### src/rtl/bitty_fetch_unit_pkg.sv
// Shared definitions for the bitty fetch unit: the instruction width, the
// default halt word and the fetch FSM state encoding.
package bitty_fetch_unit_pkg;

    localparam int INSTR_W = 16;

    localparam logic [INSTR_W-1:0] HALT_WORD_DEFAULT = 16'hFFFF;

    typedef enum logic [2:0] {
        IDLE     = 3'd0,
        FETCH    = 3'd1,
        WAIT_MEM = 3'd2,
        ISSUE    = 3'd3,
        EXEC     = 3'd4,
        HALT     = 3'd5
    } fetch_state_t;

    // Busy covers every state in which a program is in flight.
    function automatic logic state_is_busy(input fetch_state_t s);
        return !((s == IDLE) || (s == HALT));
    endfunction

endpackage

### src/rtl/bitty_fetch_watchdog.sv
// bitty_fetch_watchdog: EXEC-phase watchdog for the fetch unit.
// Down-counter loaded with TIMEOUT_CYC-1 on the way into EXEC and decremented
// once per EXEC cycle; expired flags the EXEC cycle that completes
// TIMEOUT_CYC cycles without the counter being reloaded.
module bitty_fetch_watchdog #(
    parameter int TIMEOUT_CYC = 64
) (
    input  logic clk,
    input  logic reset,
    input  logic load,
    input  logic count_en,
    output logic expired
);

    localparam int CNT_W = (TIMEOUT_CYC > 1) ? $clog2(TIMEOUT_CYC) : 1;
    localparam logic [CNT_W-1:0] LOAD_VAL = CNT_W'(TIMEOUT_CYC - 1);

    logic [CNT_W-1:0] cnt;

    // Reload on EXEC entry, count down while in EXEC, park at zero.
    always_ff @(posedge clk or negedge reset) begin
        if (!reset) begin
            cnt <= '0;
        end else if (load) begin
            cnt <= LOAD_VAL;
        end else if (count_en && (cnt != '0)) begin
            cnt <= cnt - CNT_W'(1);
        end
    end

    assign expired = count_en && (cnt == '0);

endmodule

### src/rtl/bitty_fetch_unit.sv
// bitty_fetch_unit: fetches 16-bit instructions from a synchronous
// instruction memory, presents each one to the core with a one-cycle run
// pulse and waits for done before fetching the next. A fetched HALT_WORD
// ends the program without being issued.
// Optional build: define BITTY_FETCH_TIMEOUT_EN to add the EXEC watchdog
// (bitty_fetch_watchdog) and the sticky timeout output.
//
// state    | meaning
// ---------+--------------------------------------------------------------
// IDLE     | out of reset, waiting for start
// FETCH    | read strobe issued at pc
// WAIT_MEM | read data returns; halt-word check and instruction capture
// ISSUE    | run pulse to the core
// EXEC     | waiting for done (or watchdog expiry when compiled in)
// HALT     | program ended, waiting for start to rerun from address 0
module bitty_fetch_unit
    import bitty_fetch_unit_pkg::*;
#(
    parameter int                 ADDR_W      = 8,
    parameter logic [INSTR_W-1:0] HALT_WORD   = HALT_WORD_DEFAULT,
    parameter int                 TIMEOUT_CYC = 64
) (
    input  logic               clk,
    input  logic               reset,
    input  logic               start,
    output logic               mem_rd_en,
    output logic [ADDR_W-1:0]  mem_addr,
    input  logic [INSTR_W-1:0] mem_rdata,
    output logic [INSTR_W-1:0] instruction,
    output logic               run,
    input  logic               done,
    output logic [ADDR_W-1:0]  pc,
    output logic               busy,
    output logic               halted
`ifdef BITTY_FETCH_TIMEOUT_EN
    ,
    output logic               timeout
`endif
);

    // A zero watchdog period would halt before the core ever sees EXEC.
    if (TIMEOUT_CYC < 1) begin : g_bad_timeout
        $error("bitty_fetch_unit: TIMEOUT_CYC must be at least 1");
    end

    fetch_state_t       state;
    fetch_state_t       state_nxt;
    logic [ADDR_W-1:0]  pc_q;
    logic [ADDR_W-1:0]  pc_nxt;
    logic [INSTR_W-1:0] instr_q;
    logic [INSTR_W-1:0] instr_nxt;
    logic               start_accepted;
    logic               wd_expired;

    assign start_accepted = start && !state_is_busy(state);

    // State, program counter and issued-instruction registers.
    always_ff @(posedge clk or negedge reset) begin
        if (!reset) begin
            state   <= IDLE;
            pc_q    <= '0;
            instr_q <= '0;
        end else begin
            state   <= state_nxt;
            pc_q    <= pc_nxt;
            instr_q <= instr_nxt;
        end
    end

    // Next-state, pc advance and instruction capture.
    always_comb begin
        state_nxt = state;
        pc_nxt    = pc_q;
        instr_nxt = instr_q;
        case (state)
            IDLE, HALT: begin
                if (start) begin
                    state_nxt = FETCH;
                    pc_nxt    = '0;
                end
            end
            FETCH: begin
                state_nxt = WAIT_MEM;
            end
            WAIT_MEM: begin
                // The halt word is never latched, so the last issued
                // instruction stays visible while halted.
                if (mem_rdata == HALT_WORD) begin
                    state_nxt = HALT;
                end else begin
                    instr_nxt = mem_rdata;
                    state_nxt = ISSUE;
                end
            end
            ISSUE: begin
                state_nxt = EXEC;
            end
            EXEC: begin
                // done wins over a watchdog expiry in the same cycle.
                if (done) begin
                    pc_nxt    = pc_q + ADDR_W'(1);
                    state_nxt = FETCH;
                end else if (wd_expired) begin
                    state_nxt = HALT;
                end
            end
            default: begin
                state_nxt = IDLE;
            end
        endcase
    end

`ifdef BITTY_FETCH_TIMEOUT_EN
    logic wd_load;
    logic wd_count;
    logic timeout_q;

    // ISSUE always leads to EXEC, so loading there clears the count on entry.
    assign wd_load  = (state == ISSUE);
    assign wd_count = (state == EXEC);

    bitty_fetch_watchdog #(
        .TIMEOUT_CYC (TIMEOUT_CYC)
    ) u_watchdog (
        .clk      (clk),
        .reset    (reset),
        .load     (wd_load),
        .count_en (wd_count),
        .expired  (wd_expired)
    );

    // Sticky timeout flag: set on watchdog halt, cleared by the next start.
    always_ff @(posedge clk or negedge reset) begin
        if (!reset) begin
            timeout_q <= 1'b0;
        end else if (start_accepted) begin
            timeout_q <= 1'b0;
        end else if ((state == EXEC) && !done && wd_expired) begin
            timeout_q <= 1'b1;
        end
    end

    assign timeout = timeout_q;
`else
    assign wd_expired = 1'b0;
`endif

    assign mem_rd_en   = (state == FETCH);
    assign mem_addr    = pc_q;
    assign pc          = pc_q;
    assign instruction = instr_q;
    assign run         = (state == ISSUE);
    assign busy        = state_is_busy(state);
    assign halted      = (state == HALT);

endmodule

### config.mk
export PLATFORM = sky130hd
export DESIGN_NAME = bitty_fetch_unit
export DESIGN_NICKNAME = d
export VERILOG_FILES = /design/src/rtl/bitty_fetch_unit_pkg.sv /design/src/rtl/bitty_fetch_watchdog.sv /design/src/rtl/bitty_fetch_unit.sv
export SDC_FILE = /design/constraint.sdc
export NUM_CORES = 1
export LEC_CHECK = 0
export BUFFER_PORTS_ARGS = -buffer_cell sky130_fd_sc_hd__buf_2
export CORE_MARGIN = 4
export CORE_UTILIZATION = 43
export DETAILED_ROUTE_END_ITERATION = 8
export PLACE_DENSITY = 0.74
export SETUP_SLACK_MARGIN = 0.4
export SLEW_MARGIN = 5
export SYNTH_ARGS = -nofsm -noshare
export SYNTH_HDL_FRONTEND = slang
export SYNTH_SLANG_ARGS = --single-unit
### constraint.sdc
create_clock -name clk -period 1.5 [get_ports clk]
set_input_delay 0.15 -clock clk [delete_from_list [all_inputs] [get_ports clk]]
set_output_delay 0.15 -clock clk [all_outputs]
set_load 0.03 [all_outputs]
After elaboration in Yosys (flattened, before gate mapping):

Cells that the tools add are included.
Widths: inputs -> output; s select.

* output and inout port bits: 36
* word-level logic and storage cells: 28
* input port bits: 20
* register bits: 27

* equal/unequal tests: 8
* reduce and logical (&&, ||, !) cells: 8
* bitwise gates (word level): 1
* mux-type cells: 7
* $add $sub $neg: 1

Operators with widths (count)
* $eq 16x16->1 const B: 1
* $mux 8: 2
* $pmux 8 s2: 1
* $pmux 3 s5: 1
* $mux 3: 3
* $add 8x1->8 const B: 1
* $eq 3x2->1 const B: 2
* $eq 3x3->1 const B: 2
* $ne 2x2->1 const B: 2
* $reduce_and 2->1: 2
* $eq 3x1->1 const B: 1
* $logic_not 3->1: 1
* $reduce_and 3->1: 1
* $reduce_bool 2->1: 1
* $reduce_or 2->1: 1
* $logic_not 1->1: 1
* $logic_or 1x1->1: 1
* $not 1->1: 1

Logic depth before layout (Yosys ltp):

Gate-level depths: netlist (run 1).

* word-level depth: 4
* mapped depth: 5

Worst setup path before layout (run 1):

Ideal clock, no wire load.

* kind: register to register
* start point: reg pc_q[0], in the netlist mem_addr[0]
* end point: reg pc_q[6], in the netlist mem_addr[6]
* slack: -0.235 ns
* cell stages (with the launch flop): 6
* data required time: 1.376 ns
* path buffers: 0
* arrival time: 1.611 ns
* path through: dfrtp_1 > ha_1 > nand3_1 > or2_2 > and3_1 > a211o_1

* cells in the longest elaborated chain, start to end: 3

RTL lines
* start: declaration: line bitty_fetch_unit.sv:48 `logic [ADDR_W-1:0] pc_q;`
* start signal: assignment: line bitty_fetch_unit.sv:65 `pc_q <= pc_nxt;`
* $add 8x1->8: line bitty_fetch_unit.sv:101 `pc_nxt = pc_q + ADDR_W'(1);`
* $mux 8: line bitty_fetch_unit.sv:100 `if (done) begin`
* $pmux 8 s2: line bitty_fetch_unit.sv:75 `case (state)`

No other way between the ends. The select of a mux whose other input is x is not followed.
A chain may end at the register's enable or synchronous reset.

Final worst setup path (run 1):

* start point: reg state[0]
* end point: reg pc_q[7], in the netlist mem_addr[7]

* cells in the longest elaborated chain, start to end: 4
* elaborated cells between the ends (all ways): 9
* those cells by class: 4 x eq/ne; 1 x mux; 4 x reduce/logical

RTL lines
* start: declaration: line bitty_fetch_unit.sv:46 `fetch_state_t state;`
* start signal: assignment: line bitty_fetch_unit.sv:64 `state <= state_nxt;`
* $eq 3x3->1 / $logic_not 3->1 (equally long branches): line bitty_fetch_unit.sv:75
* $reduce_or 2->1: line bitty_fetch_unit.sv:75
* $ne 2x2->1 (no source line) / $reduce_bool 2->1 (equally long branches)
* $reduce_and 3->1 (no source line)

Several ways; a longest one is shown, not always the timed one.

==> results of run 1 <==
[through the flow]
step	setup TNS [ns]	setup WS, ns
final	-0.04332	-0.03377
after global placement	0	0.02759
after detailed placement	-0.01382	-0.01382
after CTS	-0.00006406	-0.00006406
after global routing	-0.8820	-0.07193
after floorplan	-0.8704	-0.08260
[layer usage]
metal  part of all wire [%]  wire [um]  vias to the layer above  global-route usage [%]
met4                    1.1         39                        0                   5.013
met5                      0          0                        -                       0
li1                       -          -                      574                       -
met2                     51       1807                       52                   31.03
met1                     41       1455                      594                   20.35
met3                    7.5        269                        5                   3.466
[final timing paths]
kind                            slack [ns]  cells past startpoint         endpoint           start
worst max-delay path                 -0.03                      5      mem_addr[7]        state[0]
worst min-delay path                  0.04                      2  instruction[12]   mem_rdata[12]
worst max register to register       -0.03                      5      mem_addr[7]        state[0]
worst min register to register        0.56                      1   instruction[4]  instruction[4]
max in group asynchronous             0.73                      2         state[2]           reset
min in group asynchronous             0.34                      2      mem_addr[0]           reset
[power by group]
part,internal (mW),switching [mW]
clock network,0.109,0.238
logic,1.69,1.37
registers,1.02,0.265
[Yosys cell counts (all sizes together) (2+ instances only)]
cell type	n	area share, %
a21o	3	1.6
nor2	4	1.1
o21ai	4	1.4
nand2	5	1.9
nor2b	2	1.1
dfrtp	27	48
buf	12	7.0
or2	4	1.8
mux2	17	16
nor3	3	1.1
and3	2	0.90
nand3	5	1.8
nand2b	2	0.90
o31ai	2	1.1
nand4	4	1.8
nor3b	3	3.2
[registers in the layout (all words and copies together) (netlist names)]
signal / flops
instruction: 16
mem_addr: 8
state: 3
[final cells by class]
cell class	instances	area share (%)
timing repair buffer	92	34.93
multi-input combinational	73	31.65
sequential	27	29.55
tap	44	2.368
clock buffer	3	0.9688
clock inverter	1	0.3767
inverter	1	0.1615
[logic make-up (layout without fill, tap and decap cells)]
kind of cell / after synthesis / count (layout)
adder cells (fa/ha/maj): 1 / 1
AND/OR/NAND/NOR: 37 / 37
buffers and inverters: 13 / 97
AO/OA/AOI/OAI: 17 / 17
flip-flops: 27 / 27
multiplexers: 17 / 17
XOR/XNOR: 1 / 1
[timing repair]
item	4_1_cts	5_1_grt
hold buffers	1	0
endpoints found under the setup margin	51	62
setup buffers	10	11
cloned	0	0
pin swaps	3	1
resized for setup	58	57
hold endpoints to repair	27	0
==> PnR_summary.wiki, run 1 <==
{| class="wikitable"
! Metric !! Value
|-
| Run status || finished with violations
|-
| Initial antenna violation count || 0
|-
| Sequential share of the synthesized area || 48.47%
|-
| Average via count per standard cell || 5.083
|-
| Number of enable flip-flop cells after synthesis || 0
|-
| Slew @ Worst Pin || 0.5968 ns
|-
| Classification of the worst-slack hold path || in2reg
|-
| Minimum period implied by the final worst setup slack || 1.534 ns
|-
| Share of cell area taken by muxes after synthesis || 16.16%
|-
| Clock tree from TritonCTS || built
|-
| Floorplan die height || 64.94 um
|-
| Static power due to leakage || 1.120 nW
|-
| N_diodes || 0
|-
| Main combinational cell family by area after synthesis || simple AND/OR/NAND/NOR gates
|-
| Buffers plus inverters on the worst setup path || 1
|-
| Crit path launch type || flip-flop
|-
| Tightest slew margin relative to the limit || 60.22%
|-
| Number of instances in the synthesized netlist || 113
|-
| FILL cells || 193
|-
| Post-DP Area || 0.001794 sq mm
|-
| Cell at the slowest stage of the critical path || sky130_fd_sc_hd__dfrtp_2
|-
| Area growth from synthesis to layout || 66.79%
|-
| Cell variety after synth || 35
|-
| Clk Latency, worst-skew pair || 0.34 ns
|-
| IO Pins || 56
|-
| GPL Wtd Cong || 0.8363
|-
| Max-cap violations || 0
|-
| Fraction of layout instances using a drive strength above 1 || 72.08%
|-
| # placed instances || 215
|-
| Areal power density over the cells || 2014 mW/mm^2
|-
| Fraction of the core area covered by cells at the end of the flow || 75.53%
|-
| Initial core utilization || 45.28%
|-
| Number of H-tree levels || 1
|-
| CP Cell Sequence || buf_4 -> nor3b_4 -> nand2_4 -> or4_1 -> nand3_1
|-
| DRC violation count after routing || 0
|-
| Clock buffer count from CTS || 3
|-
| Final instance area || 0.002325 sq mm
|-
| RSZ-0062 raised after global routing || yes
|-
| Maximum buffer depth of the clock tree || 2
|-
| # nets final || 219
|-
| Wire length of the first global-routing pass || 5692 um
|-
| Vias post-DR || 1225
|-
| Root buffer cell || sky130_fd_sc_hd__clkbuf_4
|-
| Worst Setup Slack, final || -0.03377 ns
|-
| Post-synthesis area per instance || 12.33 sq um
|-
| Average wire per cell in the routed design || 14.82 um
|-
| Maximum number of pins on one net before global-route repair || 28
|-
| Capturing element type of the critical path || flip-flop
|-
| Yosys Warn Count || 0
|-
| Top library cells by usage in the layout, fill and taps aside || sky130_fd_sc_hd__buf_6 (41), sky130_fd_sc_hd__buf_4 (30), sky130_fd_sc_hd__buf_2 (19)
|-
| Die X-Extent || 64.94 um
|-
| Grt ovf || 0
|-
| Max stage delay on crit path || 0.47 ns
|-
| Failing checks || setup timing
|-
| Cell class contributing the biggest share of worst-path delay || simple AND/OR/NAND/NOR gates
|-
| Final antenna-violating net count || 0
|-
| Kind of critical path || reg2reg
|-
| Multi-input logic area || 735.7 sq um
|-
| Area of the mapped netlist || 0.001394 sq mm
|-
| Simple-gate area share of the yosys netlist || 17.41%
|-
| Number of sinks handled by clock tree synthesis || 27
|-
| Detailed placement HPWL || 2371 um
|-
| Number of hold violations in the final report || 0
|-
| Row count || 20
|-
| Total track usage || 17.17%
|-
| Final worst-path cycle share || 102.3%
|-
| Async S/R FF share, synth || 100.0%
|-
| Share of the synthesized netlist area taken by xor and xnor gates || 0.6284%
|-
| Detailed Route WL || 3571 um
|-
| Max Fclk || 652.0 MHz
|-
| Adder-cell share of the synthesized area || 0.8977%
|-
| Area fraction in compound gates after synthesis || 9.156%
|-
| Total chip power || 4.682 mW
|-
| Required time of the worst setup path || 1.78 ns
|-
| Most frequent standard cell in the layout excluding fill and tap cells || sky130_fd_sc_hd__buf_6
|-
| Area of the die || 0.004217 sq mm
|-
| Violation count after the first detailed-route iteration || 34
|-
| Post-layout instance count excluding filler cells || 241
|-
| Area taken by flip-flops and latches || 686.9 sq um
|-
| Final number of setup-violating endpoints || 2
|-
| Leading register cell type out of synthesis || sky130_fd_sc_hd__dfrtp_1
|-
| Max-slew violation count || 0
|-
| Tightest hold margin || 0.04037 ns
|-
| Number of global-route vias before repair || 1256
|-
| Highest net fanout along the worst path || 5
|-
| Flip-flop and latch count after synthesis || 27
|-
| Core area || 0.003078 sq mm
|-
| Synth Net Count || 134
|-
| Clock slew at the register clock pins of the worst setup and hold paths || 0.16 ns
|-
| Arrival time at the worst endpoint || 1.82 ns
|-
| Worst clock skew on the final layout || 0.006196 ns
|-
| First-pass iteration count of the detailed router || 4
|-
| Worst-case vdd ir drop || 1173 uV
|-
| Count of input and output buffers || 55
|}
Note: power is estimated with default switching activity, not from simulation.
==> run 2: changes to the inputs <==
--- a/config.mk
+++ b/config.mk
@@ -11,6 +11,7 @@
 export DETAILED_ROUTE_END_ITERATION = 8
 export PLACE_DENSITY = 0.74
 export SETUP_SLACK_MARGIN = 0.4
+export SKIP_LAST_GASP = 1
 export SLEW_MARGIN = 5
 export SYNTH_ARGS = -nofsm -noshare
 export SYNTH_HDL_FRONTEND = slang
==> run 2 against run 1 <==
Net effect:
- the run now ends clean
- critical endpoint unchanged
- hold slack lost 0.0025 ns
- routed wire length fell by 3.6%
- largest power group unchanged
- clock skew grew 0.0022 ns
==> PnR_summary.wiki, run 2 (synthesized netlist as in run 1, its figures left out) <==
{| class="wikitable"
! Metric !! Value
|-
| Slew @ Worst Pin || 0.6045 ns
|-
| Detailed placement HPWL || 2371 um
|-
| Final antenna-violating net count || 0
|-
| Core area || 0.003078 sq mm
|-
| Areal power density over the cells || 2019 mW/mm^2
|-
| Max Fclk || 666.9 MHz
|-
| GPL Wtd Cong || 0.8363
|-
| Worst Setup Slack, final || 0.0004441 ns
|-
| Final instance area || 0.002246 sq mm
|-
| Floorplan die height || 64.94 um
|-
| # placed instances || 215
|-
| Die X-Extent || 64.94 um
|-
| Capturing element type of the critical path || flip-flop
|-
| Max-slew violation count || 0
|-
| Tightest slew margin relative to the limit || 59.70%
|-
| Run status || finished, final reports clean
|-
| Required time of the worst setup path || 1.78 ns
|-
| Most frequent standard cell in the layout excluding fill and tap cells || sky130_fd_sc_hd__buf_6
|-
| Area of the die || 0.004217 sq mm
|-
| Classification of the worst-slack hold path || in2reg
|-
| Static power due to leakage || 1.099 nW
|-
| Number of flip-flops under the largest register name || 16
|-
| Violation count after the first detailed-route iteration || 31
|-
| Total track usage || 16.73%
|-
| Maximum number of pins on one net before global-route repair || 28
|-
| Post-place setup slack || -0.01382 ns
|-
| Vias post-DR || 1220
|-
| Initial antenna violation count || 0
|-
| Highest net fanout along the worst path || 5
|-
| Detailed Route WL || 3444 um
|-
| Row count || 20
|-
| Area growth from synthesis to layout || 61.13%
|-
| Kind of critical path || reg2reg
|-
| FILL cells || 207
|-
| Wire length of the first global-routing pass || 5589 um
|-
| Tightest hold margin || 0.03784 ns
|-
| Count of input and output buffers || 55
|-
| Multi-input logic area || 675.6 sq um
|-
| Clk Latency, worst-skew pair || 0.34 ns
|-
| N_diodes || 0
|-
| First-pass iteration count of the detailed router || 4
|-
| Grt ovf || 0
|-
| Number of hold violations in the final report || 0
|-
| Final worst-path cycle share || 99.97%
|-
| Worst-case vdd ir drop || 1169 uV
|-
| Clock buffer count from CTS || 3
|-
| DRC violation count after routing || 0
|-
| # nets final || 220
|-
| Number of H-tree levels || 1
|-
| Worst clock skew on the final layout || 0.008394 ns
|-
| Post-layout instance count excluding filler cells || 242
|-
| Number of sinks handled by clock tree synthesis || 27
|-
| Clock tree from TritonCTS || built
|-
| Top library cells by usage in the layout, fill and taps aside || sky130_fd_sc_hd__buf_6 (37), sky130_fd_sc_hd__buf_4 (31), sky130_fd_sc_hd__buf_2 (23)
|-
| Area taken by flip-flops and latches || 685.7 sq um
|-
| IO Pins || 56
|-
| Max-cap violations || 0
|-
| Minimum period implied by the final worst setup slack || 1.500 ns
|-
| Root buffer cell || sky130_fd_sc_hd__clkbuf_4
|-
| Maximum buffer depth of the clock tree || 2
|-
| Clock slew at the register clock pins of the worst setup and hold paths || 0.16 ns
|-
| Final number of setup-violating endpoints || 0
|-
| Initial core utilization || 45.28%
|-
| Average via count per standard cell || 5.041
|-
| Average wire per cell in the routed design || 14.23 um
|-
| RSZ-0062 raised after global routing || yes
|-
| Post-DP Area || 0.001794 sq mm
|-
| Number of global-route vias before repair || 1229
|-
| Crit path launch type || flip-flop
|-
| Setup total negative slack || 0 ns
|-
| Arrival time at the worst endpoint || 1.78 ns
|-
| Fraction of layout instances using a drive strength above 1 || 69.70%
|}
run 2: cell types whose count changed in the layout (fill, tap and decap cells not counted), sizes merged:
cell,delta
buf,+1
run 2: power by group:
group / internal [mW] / total, mW / switching, mW
Combinational: 1.61 / 2.92 / 1.31
Sequential: 1.01 / 1.27 / 0.253
Clock: 0.109 / 0.349 / 0.240
run 2: critical path, cell delays in order (launching register included):
cell,delay (ns)
sky130_fd_sc_hd__dfrtp_1,0.46
sky130_fd_sc_hd__buf_4,0.16
sky130_fd_sc_hd__nor3b_4,0.22
sky130_fd_sc_hd__nand2_4,0.06
sky130_fd_sc_hd__or4_1,0.46
sky130_fd_sc_hd__nand3_1,0.09
run 2: layout make-up:
class                      count  area share [%]
timing repair buffer          93           35.38
sequential                    27           30.53
multi-input combinational     73           30.08
tap                           44           2.451
clock buffer                   3           1.003
clock inverter                 1          0.3900
inverter                       1          0.1671
run 2: repair_timing:
item,4_1_cts,5_1_grt
hold buffers,1,0
pin swaps,3,0
setup endpoints to repair,51,62
endpoints found under the hold margin,27,0
resized for setup,37,58
setup buffers,10,12
run 2: metrics by stage:
| stage | utilization (%) | power, mW |
|---|---|---|
| floorplan | - | 2.751 |
| global placement | 58.29 | 3.323 |
| detailed placement | 58.29 | 3.383 |
| CTS | 65.89 | 4.035 |
| global route | 72.97 | 4.794 |
| finish | 72.97 | 4.534 |
run 2: path summary, 6_finish.rpt:
check	startpoint	endpoint	slack [ns]	cells past startpoint
worst max-delay path	state[0]	mem_addr[7]	0.0004	5
min in group asynchronous	reset	mem_addr[3]	0.34	2
worst min-delay path	mem_rdata[12]	instruction[12]	0.04	2
worst max register to register	state[0]	mem_addr[7]	0.0004	5
max in group asynchronous	reset	state[2]	0.73	2
worst min register to register	instruction[4]	instruction[4]	0.56	1
run 2: routing by layer:
metal	part of all wire (%)	track usage (%)	wire [um]	up-vias
li1	-	-	-	578
met1	41	20.70	1395	589
met2	50	29.12	1739	48
met3	7.8	3.466	270	5
met4	1.1	5.013	39	0
met5	0	0	0	-
